`src/rtl/cons_pkg.sv`:
```
// Shared types for the cons bus scheduler.
//   cons_state_t  : scheduler FSM states
//   result_beat_t : one output beat (coordinates plus LANES result values)
//   sat_burst_len : maps a requested load length onto 1..max_len
package cons_pkg;

    localparam int DATA_WIDTH = 16;
    localparam int LANES      = 3;
    localparam int RES_DATA_W = DATA_WIDTH * LANES;

    typedef enum logic [1:0] {
        S_IDLE,
        S_LOAD,
        S_TURN,
        S_OUT
    } cons_state_t;

    typedef struct packed {
        logic [31:0]           x;
        logic [31:0]           y;
        logic [31:0]           ch;
        logic [RES_DATA_W-1:0] data;
    } result_beat_t;

    // A zero length still moves one word; anything above max_len is clipped.
    function automatic logic [3:0] sat_burst_len(input logic [3:0] len,
                                                 input logic [3:0] max_len);
        if (len == 4'd0) begin
            return 4'd1;
        end else if (len > max_len) begin
            return max_len;
        end else begin
            return len;
        end
    endfunction

endpackage

```
`src/rtl/result_fifo.sv`:
```
// Synchronous FIFO of result beats, no fall-through.
//   clk, rst      : clock, synchronous active-high reset (pointers only)
//   push, wr_beat : write request and data; dropped when full unless popping
//   pop, rd_beat  : read request and head-of-queue data
//   count         : fill level, 0..DEPTH
//   full, empty   : status from extra-bit pointer compare
module result_fifo
    import cons_pkg::*;
#(
    parameter int DEPTH = 8
) (
    input  logic                   clk,
    input  logic                   rst,
    input  logic                   push,
    input  logic                   pop,
    input  result_beat_t           wr_beat,
    output result_beat_t           rd_beat,
    output logic [$clog2(DEPTH):0] count,
    output logic                   full,
    output logic                   empty
);

    localparam int PTR_W = $clog2(DEPTH);
    localparam logic [PTR_W:0] PTR_ONE = 1;

    logic [PTR_W:0] wr_ptr_q, wr_ptr_d;
    logic [PTR_W:0] rd_ptr_q, rd_ptr_d;
    result_beat_t   mem_q [DEPTH];
    logic           do_push;
    logic           do_pop;

    always_comb begin
        empty    = (wr_ptr_q == rd_ptr_q);
        full     = (wr_ptr_q[PTR_W] != rd_ptr_q[PTR_W]) &&
                   (wr_ptr_q[PTR_W-1:0] == rd_ptr_q[PTR_W-1:0]);
        count    = wr_ptr_q - rd_ptr_q;
        do_pop   = pop && !empty;
        // At full, a same-cycle pop frees the slot being written.
        do_push  = push && (!full || do_pop);
        wr_ptr_d = do_push ? (wr_ptr_q + PTR_ONE) : wr_ptr_q;
        rd_ptr_d = do_pop  ? (rd_ptr_q + PTR_ONE) : rd_ptr_q;
        rd_beat  = mem_q[rd_ptr_q[PTR_W-1:0]];
    end

    always_ff @(posedge clk) begin
        if (rst) begin
            wr_ptr_q <= '0;
            rd_ptr_q <= '0;
        end else begin
            wr_ptr_q <= wr_ptr_d;
            rd_ptr_q <= rd_ptr_d;
        end
    end

    always_ff @(posedge clk) begin
        if (do_push) begin
            mem_q[wr_ptr_q[PTR_W-1:0]] <= wr_beat;
        end
    end

endmodule

```
`src/rtl/cons_bus_scheduler.sv`:
```
// Time-shares the external cons bus between the load path (host->device)
// and the result drain (device->host), buffering results in a FIFO.
//   clk, rst                 : clock, synchronous active-high reset
//   ld_req, ld_len           : load burst request and length (1..MAX_BURST)
//   ld_gnt, ld_beat          : load owns bus (registered), word accepted
//   res_valid, res_*         : result beat pushed into the FIFO
//   ctrl_stall               : fewer than two free FIFO slots
//   con_valid, con_ready     : load word handshake
//   out_valid, out_ready     : result beat handshake, out_* is FIFO head
//   driving_cons             : device drives the bus (S_OUT only)
//
// state  | meaning
// S_IDLE | bus unowned, picks next owner
// S_LOAD | load burst in progress, never pre-empted
// S_TURN | one dead cycle while bus direction flips
// S_OUT  | device drains FIFO onto the bus
module cons_bus_scheduler
    import cons_pkg::*;
#(
    parameter int FIFO_DEPTH = 8,
    parameter int HIGH_WATER = 6,
    parameter int MAX_BURST  = 12
) (
    input  logic                  clk,
    input  logic                  rst,
    input  logic                  ld_req,
    input  logic [3:0]            ld_len,
    output logic                  ld_gnt,
    output logic                  ld_beat,
    input  logic                  res_valid,
    input  logic [31:0]           res_x,
    input  logic [31:0]           res_y,
    input  logic [31:0]           res_ch,
    input  logic [RES_DATA_W-1:0] res_data,
    output logic                  ctrl_stall,
    input  logic                  con_valid,
    output logic                  con_ready,
    output logic                  out_valid,
    input  logic                  out_ready,
    output logic [31:0]           out_x,
    output logic [31:0]           out_y,
    output logic [31:0]           out_ch,
    output logic [RES_DATA_W-1:0] out_data,
    output logic                  driving_cons
);

    localparam int CNT_W = $clog2(FIFO_DEPTH) + 1;
    localparam logic [CNT_W-1:0] HW_LVL    = CNT_W'(HIGH_WATER);
    localparam logic [CNT_W-1:0] STALL_LVL = CNT_W'(FIFO_DEPTH - 2);
    localparam logic [3:0]       MAX_LEN   = 4'(MAX_BURST);

    cons_state_t  state_q, state_d;
    cons_state_t  turn_to_q, turn_to_d;
    logic [3:0]   burst_q, burst_d;
    logic         ld_gnt_q, ld_gnt_d;

    result_beat_t wr_beat;
    result_beat_t head;
    logic [CNT_W-1:0] fifo_count;
    logic         fifo_full;
    logic         fifo_empty;
    logic         out_high;
    logic         fifo_pop;

    assign wr_beat = '{x: res_x, y: res_y, ch: res_ch, data: res_data};

    result_fifo #(
        .DEPTH (FIFO_DEPTH)
    ) u_fifo (
        .clk     (clk),
        .rst     (rst),
        .push    (res_valid),
        .pop     (fifo_pop),
        .wr_beat (wr_beat),
        .rd_beat (head),
        .count   (fifo_count),
        .full    (fifo_full),
        .empty   (fifo_empty)
    );

    // fifo_full keeps the priority rule sane if HIGH_WATER is set above depth.
    assign out_high     = fifo_full || (fifo_count >= HW_LVL);
    assign ctrl_stall   = (fifo_count > STALL_LVL);
    assign ld_gnt       = ld_gnt_q;
    assign con_ready    = ld_gnt_q;
    assign ld_beat      = ld_gnt_q && con_valid;
    assign driving_cons = (state_q == S_OUT);
    assign out_valid    = driving_cons && !fifo_empty;
    assign fifo_pop     = out_valid && out_ready;

    // Data lines read 0 whenever no beat is offered.
    assign out_x    = out_valid ? head.x    : '0;
    assign out_y    = out_valid ? head.y    : '0;
    assign out_ch   = out_valid ? head.ch   : '0;
    assign out_data = out_valid ? head.data : '0;

    always_comb begin
        state_d   = state_q;
        turn_to_d = turn_to_q;
        burst_d   = burst_q;
        case (state_q)
            S_IDLE: begin
                if (out_high) begin
                    state_d   = S_TURN;
                    turn_to_d = S_OUT;
                end else if (ld_req) begin
                    state_d = S_LOAD;
                    burst_d = sat_burst_len(ld_len, MAX_LEN);
                end else if (!fifo_empty) begin
                    state_d   = S_TURN;
                    turn_to_d = S_OUT;
                end
            end
            S_LOAD: begin
                if (ld_beat) begin
                    burst_d = burst_q - 4'd1;
                    if (burst_q == 4'd1) begin
                        state_d = S_IDLE;
                    end
                end
            end
            S_TURN: begin
                state_d = turn_to_q;
            end
            S_OUT: begin
                // A pending load may only take over once the offered beat has
                // been accepted; an offered beat is never withdrawn.
                if (fifo_empty || (ld_req && !out_high && out_ready)) begin
                    state_d   = S_TURN;
                    turn_to_d = S_IDLE;
                end
            end
            default: begin
                state_d = S_IDLE;
            end
        endcase
        ld_gnt_d = (state_d == S_LOAD);
    end

    always_ff @(posedge clk) begin
        if (rst) begin
            state_q   <= S_IDLE;
            turn_to_q <= S_IDLE;
            burst_q   <= 4'd0;
            ld_gnt_q  <= 1'b0;
        end else begin
            state_q   <= state_d;
            turn_to_q <= turn_to_d;
            burst_q   <= burst_d;
            ld_gnt_q  <= ld_gnt_d;
        end
    end

endmodule
```
`config.mk`:
```
export PLATFORM = sky130hd
export DESIGN_NAME = cons_bus_scheduler
export DESIGN_NICKNAME = d
export VERILOG_FILES = /design/src/rtl/cons_pkg.sv /design/src/rtl/result_fifo.sv /design/src/rtl/cons_bus_scheduler.sv
export SDC_FILE = /design/constraint.sdc
export NUM_CORES = 1
export LEC_CHECK = 0
export CELL_PAD_IN_SITES_DETAIL_PLACEMENT = 0
export CELL_PAD_IN_SITES_GLOBAL_PLACEMENT = 1
export CORE_MARGIN = 3
export CORE_UTILIZATION = 45
export DETAILED_ROUTE_END_ITERATION = 7
export PLACE_DENSITY = 0.79
export SYNTH_ARGS = -nofsm -noshare
export SYNTH_HDL_FRONTEND = slang
export SYNTH_SLANG_ARGS = --single-unit
export TNS_END_PERCENT = 10
```
`constraint.sdc`:
```
create_clock -name clk -period 30.8 [get_ports clk]
set_clock_uncertainty 0.2 [all_clocks]
set_input_delay 7.7 -clock clk [delete_from_list [all_inputs] [get_ports clk]]
set_output_delay 7.7 -clock clk [all_outputs]
set_load 0.005 [all_outputs]
```
==> results.md, run 1 <==
* Clock root buffer: sky130_fd_sc_hd__clkbuf_16
* Cell with the most instances after synthesis: sky130_fd_sc_hd__edfxtp_1
* Register bit count reported by yosys at 1171
* P&R area growth vs syn at 18.7%
* Synthesized area per cell at 22.8 um2
* Buffers inserted during post-CTS setup optimization at 0
* Global-route wire length before repair at 142000 um
* Max-capacitance violation count at 0
* Most Used Layer, Global Route: met2
* Horizontal die dimension at 321 um
* Count of instances resized after the clock tree is built at 0
* Final Hold Vio Count at 0
* Largest cells by area after synthesis: sky130_fd_sc_hd__edfxtp_1 (77%), sky130_fd_sc_hd__mux4_2 (15%), sky130_fd_sc_hd__mux2i_1 (3.2%)
* Routed via count divided by cell count at 5.52
* Library cells used by synthesis at 50
* Input/output buffers at 303
* Number of antenna violations at the first check in global routing at 18
* GR Layer Usage met1 at 0.232
* Num rows at 114
* Largest net degree at the start of global routing at 119
* Layout cells sized above 1 at 0.213
* First-pass iteration count of the detailed router at 5
* Max clock buf depth at 3
* Maximum level of the CTS H-tree at 3
* Highest attainable clock frequency at 0.0598 GHz
* Hold-fix buffer count after cts at 0
* Crit. End Element: primary output
* Finished layout cell area at 53000 um2
* Pre-CTS setup slack at 14080 ps
* Tightest Hold Check Type: reg -> reg
* Wire length per cell after detailed routing at 25.3 um
* Hold_ws at 303 ps
* Critical path class: in -> out
* TritonCTS Buffers at 118
* Detailed placer's ending HPWL at 51600 um
* Finish-stage setup viols at 0
* Fraction of met3 tracks used by global routing at 0.0481
* Max Fanout on Critical Path at 3
* Core outline area at 97600 um2
* Result of the run: complete, no violations
* Count of flip-flops with a built-in enable after synthesis at 1152
* Detailed Route Iter0 Violations at 1712
* Reg2reg setup slack at 26440 ps
* Maximum resistive drop on vdd at 0.0647 mV
* TritonCTS clock tree: yes
* Post-detailed-route count of antenna-violating nets at 0
* Total power per unit cell area at 61.9 nW/um2
* Wire length after detailed routing at 94300 um
* Total negative setup slack at 0 ps
* Die area at 103000 um2
* Worst endpoint data arrival time at 8810 ps
* Clock Pin Slew Worst Setup and Hold Paths at 50 ps
* GR Overflow Total at 0
* Ys flop type: sky130_fd_sc_hd__edfxtp_1
* Worst slew margin relative to its limit at 0.180
* Global routing usage summed across all routing layers at 0.184
* Initial core utilization at 0.458
* Leakage component of the power at 16.0 nW
* Number of max-slew violations in the final report at 0
* Area share of the largest cell type after synthesis at 0.775
* Commonest cells in the synthesized netlist: sky130_fd_sc_hd__edfxtp_1 (1152), sky130_fd_sc_hd__mux4_2 (288), sky130_fd_sc_hd__nor2_1 (165), sky130_fd_sc_hd__mux2i_1 (145), sky130_fd_sc_hd__clkbuf_1 (33)
* Crit path setup slack, layout at 14090 ps
* Syn. warnings at 0
* Clock latency of the later-clocked register in the worst-skew pair at 690 ps
* Final Wtd Congestion at 0.727
* Count of filler cells inserted in the layout at 7381
* Post-DP Area at 49300 um2
* Min cycle time layout at 16710 ps
* Via count at 20600
* Portion of the post-synthesis area used by sequential elements at 0.783
* Syn Std Cell Area at 44700 um2
* Design Power at 3.28 mW
* Net count of the mapped netlist at 2125
* Boundary pin count at 304
* Worst Max-Slew Pin Slew at 1210 ps
* Cell type with the largest total area after synthesis: sky130_fd_sc_hd__edfxtp_1
* Clock sink count at 1171
* Required time at the endpoint of the critical path at 22900 ps
* Synthesized netlist cell count at 1963
* Global-route met2 utilization at 0.318
* Final-stage net count at 2493
* Die span in y at 321 um
* Part of the cycle the worst path needs at 0.543
* Number of global-route vias before repair at 22200
* Fraction of registers with async set/reset at 0
* DRC viols at 0
* Setup repair after global routing missed its margin: false
* Worst setup SP type: primary input
metrics by stage:
stage	cells	utilization
3_3_place_gp	3487	0.505
2_1_floorplan	1963	-
5_1_grt	3712	0.543
4_1_cts	3706	0.543
6_report	3721	0.543
3_5_place_dp	3487	0.505
power by group:
part / internal, mW / switching [mW] / leakage, nW
Clock: 0.767 / 0.577 / 1.79
Combinational: 0.0581 / 0.0724 / 3.57
Sequential: 1.79 / 0.0108 / 10.6
Total: 2.62 / 0.660 / 16.0
metal layers:
layer	part of all wire	wire length (um)	vias to the layer above
met3	0.066	6210	141
met5	0.00081	76	-
met2	0.52	49300	543
met1	0.39	36800	10900
met4	0.020	1850	10
li1	-	-	8972
cell families after synthesis:
logic type | share of synthesized area
flip-flops | 0.783
multiplexers | 0.178
AND/OR/NAND/NOR | 0.0194
buffers and inverters | 0.0102
AO/OA/AOI/OAI | 0.00538
XOR/XNOR | 0.00174
adder cells (fa/ha/maj) | 0.00241
flip-flops by register name (all words and copies together) (netlist names), named ones only:
name and cells:
turn_to_q 1, con_ready 1, u_fifo.rd_ptr_q 4, burst_q 4, u_fifo.wr_ptr_q 4, u_fifo.mem_q 1152, state_q 2
final cells by class:
cell class	instances	area [um2]	share of cell area
tap	1276	1600	0.0301
clock inverter	78	624	0.0118
inverter	11	41.3	0.000779
timing repair buffer	346	3380	0.0638
antenna	15	37.5	0.000708
multi-input combinational	683	9290	0.175
sequential	1171	35000	0.660
clock buffer	141	3060	0.0577
path summary, 6_finish.rpt:
| kind | startpoint | endpoint | cells after the start |
|---|---|---|---|
| worst min register to register | u_fifo.rd_ptr_q[1] | flop | 2 |
| worst min-delay path | u_fifo.rd_ptr_q[1] | flop | 2 |
| worst max register to register | u_fifo.wr_ptr_q[2] | u_fifo.mem_q[7][66] | 6 |
| worst max-delay path | con_valid | ld_beat | 4 |
critical path, cell delays in order:
cell                              delay (ps)
sky130_fd_sc_hd__clkdlybuf4s50_1         450
sky130_fd_sc_hd__nand2_1                  60
sky130_fd_sc_hd__inv_1                    90
sky130_fd_sc_hd__clkdlybuf4s50_1         510
cells in the final DEF (no fill, tap or decap), drive strengths merged, types with 2 or more instances in the layout:
master / count
mux2i: 145
a21oi: 5
o2111ai: 2
inv: 18
mux4: 288
dfxtp: 19
and3: 3
and2: 2
clkbuf: 141
clkinvlp: 6
edfxtp: 1152
o22ai: 2
o211ai: 2
clkinv: 58
ha: 7
nor3: 5
nand2b: 2
or4: 2
xnor2: 5
diode: 15
bufinv: 7
nor2: 165
nand3: 4
a21boi: 2
o31ai: 3
nand2: 13
xor2: 3
clkdlybuf4s50: 303
buf: 43
nand4b: 3
o21ai: 4
No activity file was read; power rests on OpenSTA's default activity.
==> run 2, diff against run 1 <==
==> constraint.sdc (replaced) <==
create_clock -name clk -period 16.9 [get_ports clk]
set_clock_uncertainty 0.2 [all_clocks]
set_input_delay 4.225 -clock clk [delete_from_list [all_inputs] [get_ports clk]]
set_output_delay 4.225 -clock clk [all_outputs]
set_load 0.005 [all_outputs]
==> results.md, run 2 (synthesis results as in run 1) <==
* CP bufs+invs at 3
* Die span in y at 321 um
* GR Overflow Total at 0
* Most frequent cell on the critical path: sky130_fd_sc_hd__clkdlybuf4s50_1
* Commonest non-fill, non-tap cell in the layout: sky130_fd_sc_hd__edfxtp_1
* Initial core utilization at 0.458
* Clock sink count at 1171
* Final Wtd Congestion at 0.730
* Max clock buf depth at 3
* Leakage component of the power at 16.0 nW
* Worst endpoint data arrival time at 5370 ps
* Crit. End Element: primary output
* Number of max-slew violations in the final report at 0
* Crit path setup slack, layout at 7100 ps
* Global-route wire length before repair at 143000 um
* Final-stage net count at 2488
* Part of the cycle the worst path needs at 0.580
* Critical path class: in -> out
* Final Hold Vio Count at 0
* Max-capacitance violation count at 0
* Result of the run: complete, no violations
* Clock latency of the later-clocked register in the worst-skew pair at 680 ps
* Horizontal die dimension at 321 um
* Largest stage delay on the critical path at 520 ps
* Max Fanout on Critical Path at 3
* TritonCTS Buffers at 115
* Routed via count divided by cell count at 5.60
* Worst Max-Slew Pin Slew at 1150 ps
* Total power per unit cell area at 114 nW/um2
* Required time at the endpoint of the critical path at 12480 ps
* Num rows at 114
* Worst slew margin relative to its limit at 0.233
* Count of instances resized after the clock tree is built at 0
* Worst setup SP type: primary input
* Wire length per cell after detailed routing at 25.6 um
* Detailed placer's ending HPWL at 51000 um
* Total negative setup slack at 0 ps
* TritonCTS clock tree: yes
* Finish-stage setup viols at 0
* Slowest-stage cell, CP: sky130_fd_sc_hd__clkdlybuf4s50_1
* Number of global-route vias before repair at 22400
* Clock Pin Slew Worst Setup and Hold Paths at 60 ps
* Input/output buffers at 303
* Min cycle time layout at 9800 ps
* Number of antenna violations at the first check in global routing at 14
* Cell-by-cell listing of the critical path: clkdlybuf4s50_1, nand2_1, inv_1, clkdlybuf4s50_1
* Wire length after detailed routing at 94700 um
* Highest attainable clock frequency at 0.102 GHz
* DRC viols at 0
* Largest net degree at the start of global routing at 118
* Detailed Route Iter0 Violations at 1637
* Die area at 103000 um2
* Setup repair after global routing missed its margin: false
* Maximum resistive drop on vdd at 0.0919 mV
* Pre-CTS setup slack at 7100 ps
* Post-detailed-route count of antenna-violating nets at 0
* Global routing usage summed across all routing layers at 0.185
* Hold-fix buffer count after cts at 0
* Layout cells sized above 1 at 0.212
* Core outline area at 97600 um2
* Clock root buffer: sky130_fd_sc_hd__clkbuf_16
* P&R area growth vs syn at 18.7%
* First-pass iteration count of the detailed router at 4
* Cell type group with the largest total delay on the critical path: buffers and inverters
* Maximum level of the CTS H-tree at 3
* Buffers inserted during post-CTS setup optimization at 0
* Flip-flop count of the largest register, all copies and words added at 1152
* Tightest Hold Check Type: reg -> reg
* Via count at 20700
* Highest-count cells in the layout ignoring fill and taps: sky130_fd_sc_hd__edfxtp_1 (1152), sky130_fd_sc_hd__clkdlybuf4s50_1 (303), sky130_fd_sc_hd__mux4_2 (288), sky130_fd_sc_hd__nor2_1 (162), sky130_fd_sc_hd__mux2i_1 (145)
* Boundary pin count at 304
## run 2: final timing paths
path | from | end | slack [ps] | cells after the start
worst max-delay path | con_valid | ld_beat | 7100 | 4
worst min register to register | u_fifo.rd_ptr_q[1] | flop | 320 | 2
worst min-delay path | u_fifo.rd_ptr_q[1] | flop | 320 | 2
worst max register to register | u_fifo.wr_ptr_q[2] | u_fifo.mem_q[2][72] | 12680 | 6
## run 2: final cells by class
| type | instances | area (um2) |
|---|---|---|
| Inverter | 11 | 41.3 |
| Clock inverter | 64 | 654 |
| Sequential cell | 1171 | 35000 |
| Timing Repair Buffer | 344 | 3350 |
| Antenna cell | 9 | 22.5 |
| Tap cell | 1276 | 1600 |
| Multi-Input combinational cell | 683 | 9300 |
| Fill cell | 7370 | 44600 |
| Clock buffer | 142 | 3060 |
## run 2: worst reg2reg max path, stage by stage, from the launching register on
cell and delay (ps):
sky130_fd_sc_hd__dfxtp_1 570, sky130_fd_sc_hd__ha_1 360, sky130_fd_sc_hd__nand3_1 170, sky130_fd_sc_hd__o31ai_2 190
sky130_fd_sc_hd__nor3_2 720, sky130_fd_sc_hd__buf_4 770, sky130_fd_sc_hd__buf_4 800
## run 2: metrics by stage
stage / instance area [um2] / utilization / total power, mW / std cells / hold WS, ps
after floorplan: 44700 / - / 3.48 / 1963 / 272
after detailed placement: 49300 / 0.505 / 3.59 / 3485 / 308
final: 53000 / 0.543 / 6.04 / 3700 / 316
after global placement: 49300 / 0.505 / 3.58 / 3485 / 291
after CTS: 53000 / 0.543 / 6.10 / 3691 / 324
after global routing: 53000 / 0.543 / 6.24 / 3694 / 361
## run 2: where the power goes
group          internal, mW  switching [mW]  total [mW]
Clock                  1.48            1.04        2.51
Sequential             3.27          0.0198        3.29
Combinational         0.106           0.133       0.239
Total                  4.85            1.19        6.04
## run 2: metal layers
metal | part of all wire | global-route usage | vias up
met5 | 0.00048 | 0 | -
met4 | 0.023 | 0.0466 | 6
met3 | 0.059 | 0.0413 | 147
met2 | 0.52 | 0.324 | 537
met1 | 0.40 | 0.236 | 11100
li1 | - | - | 8940
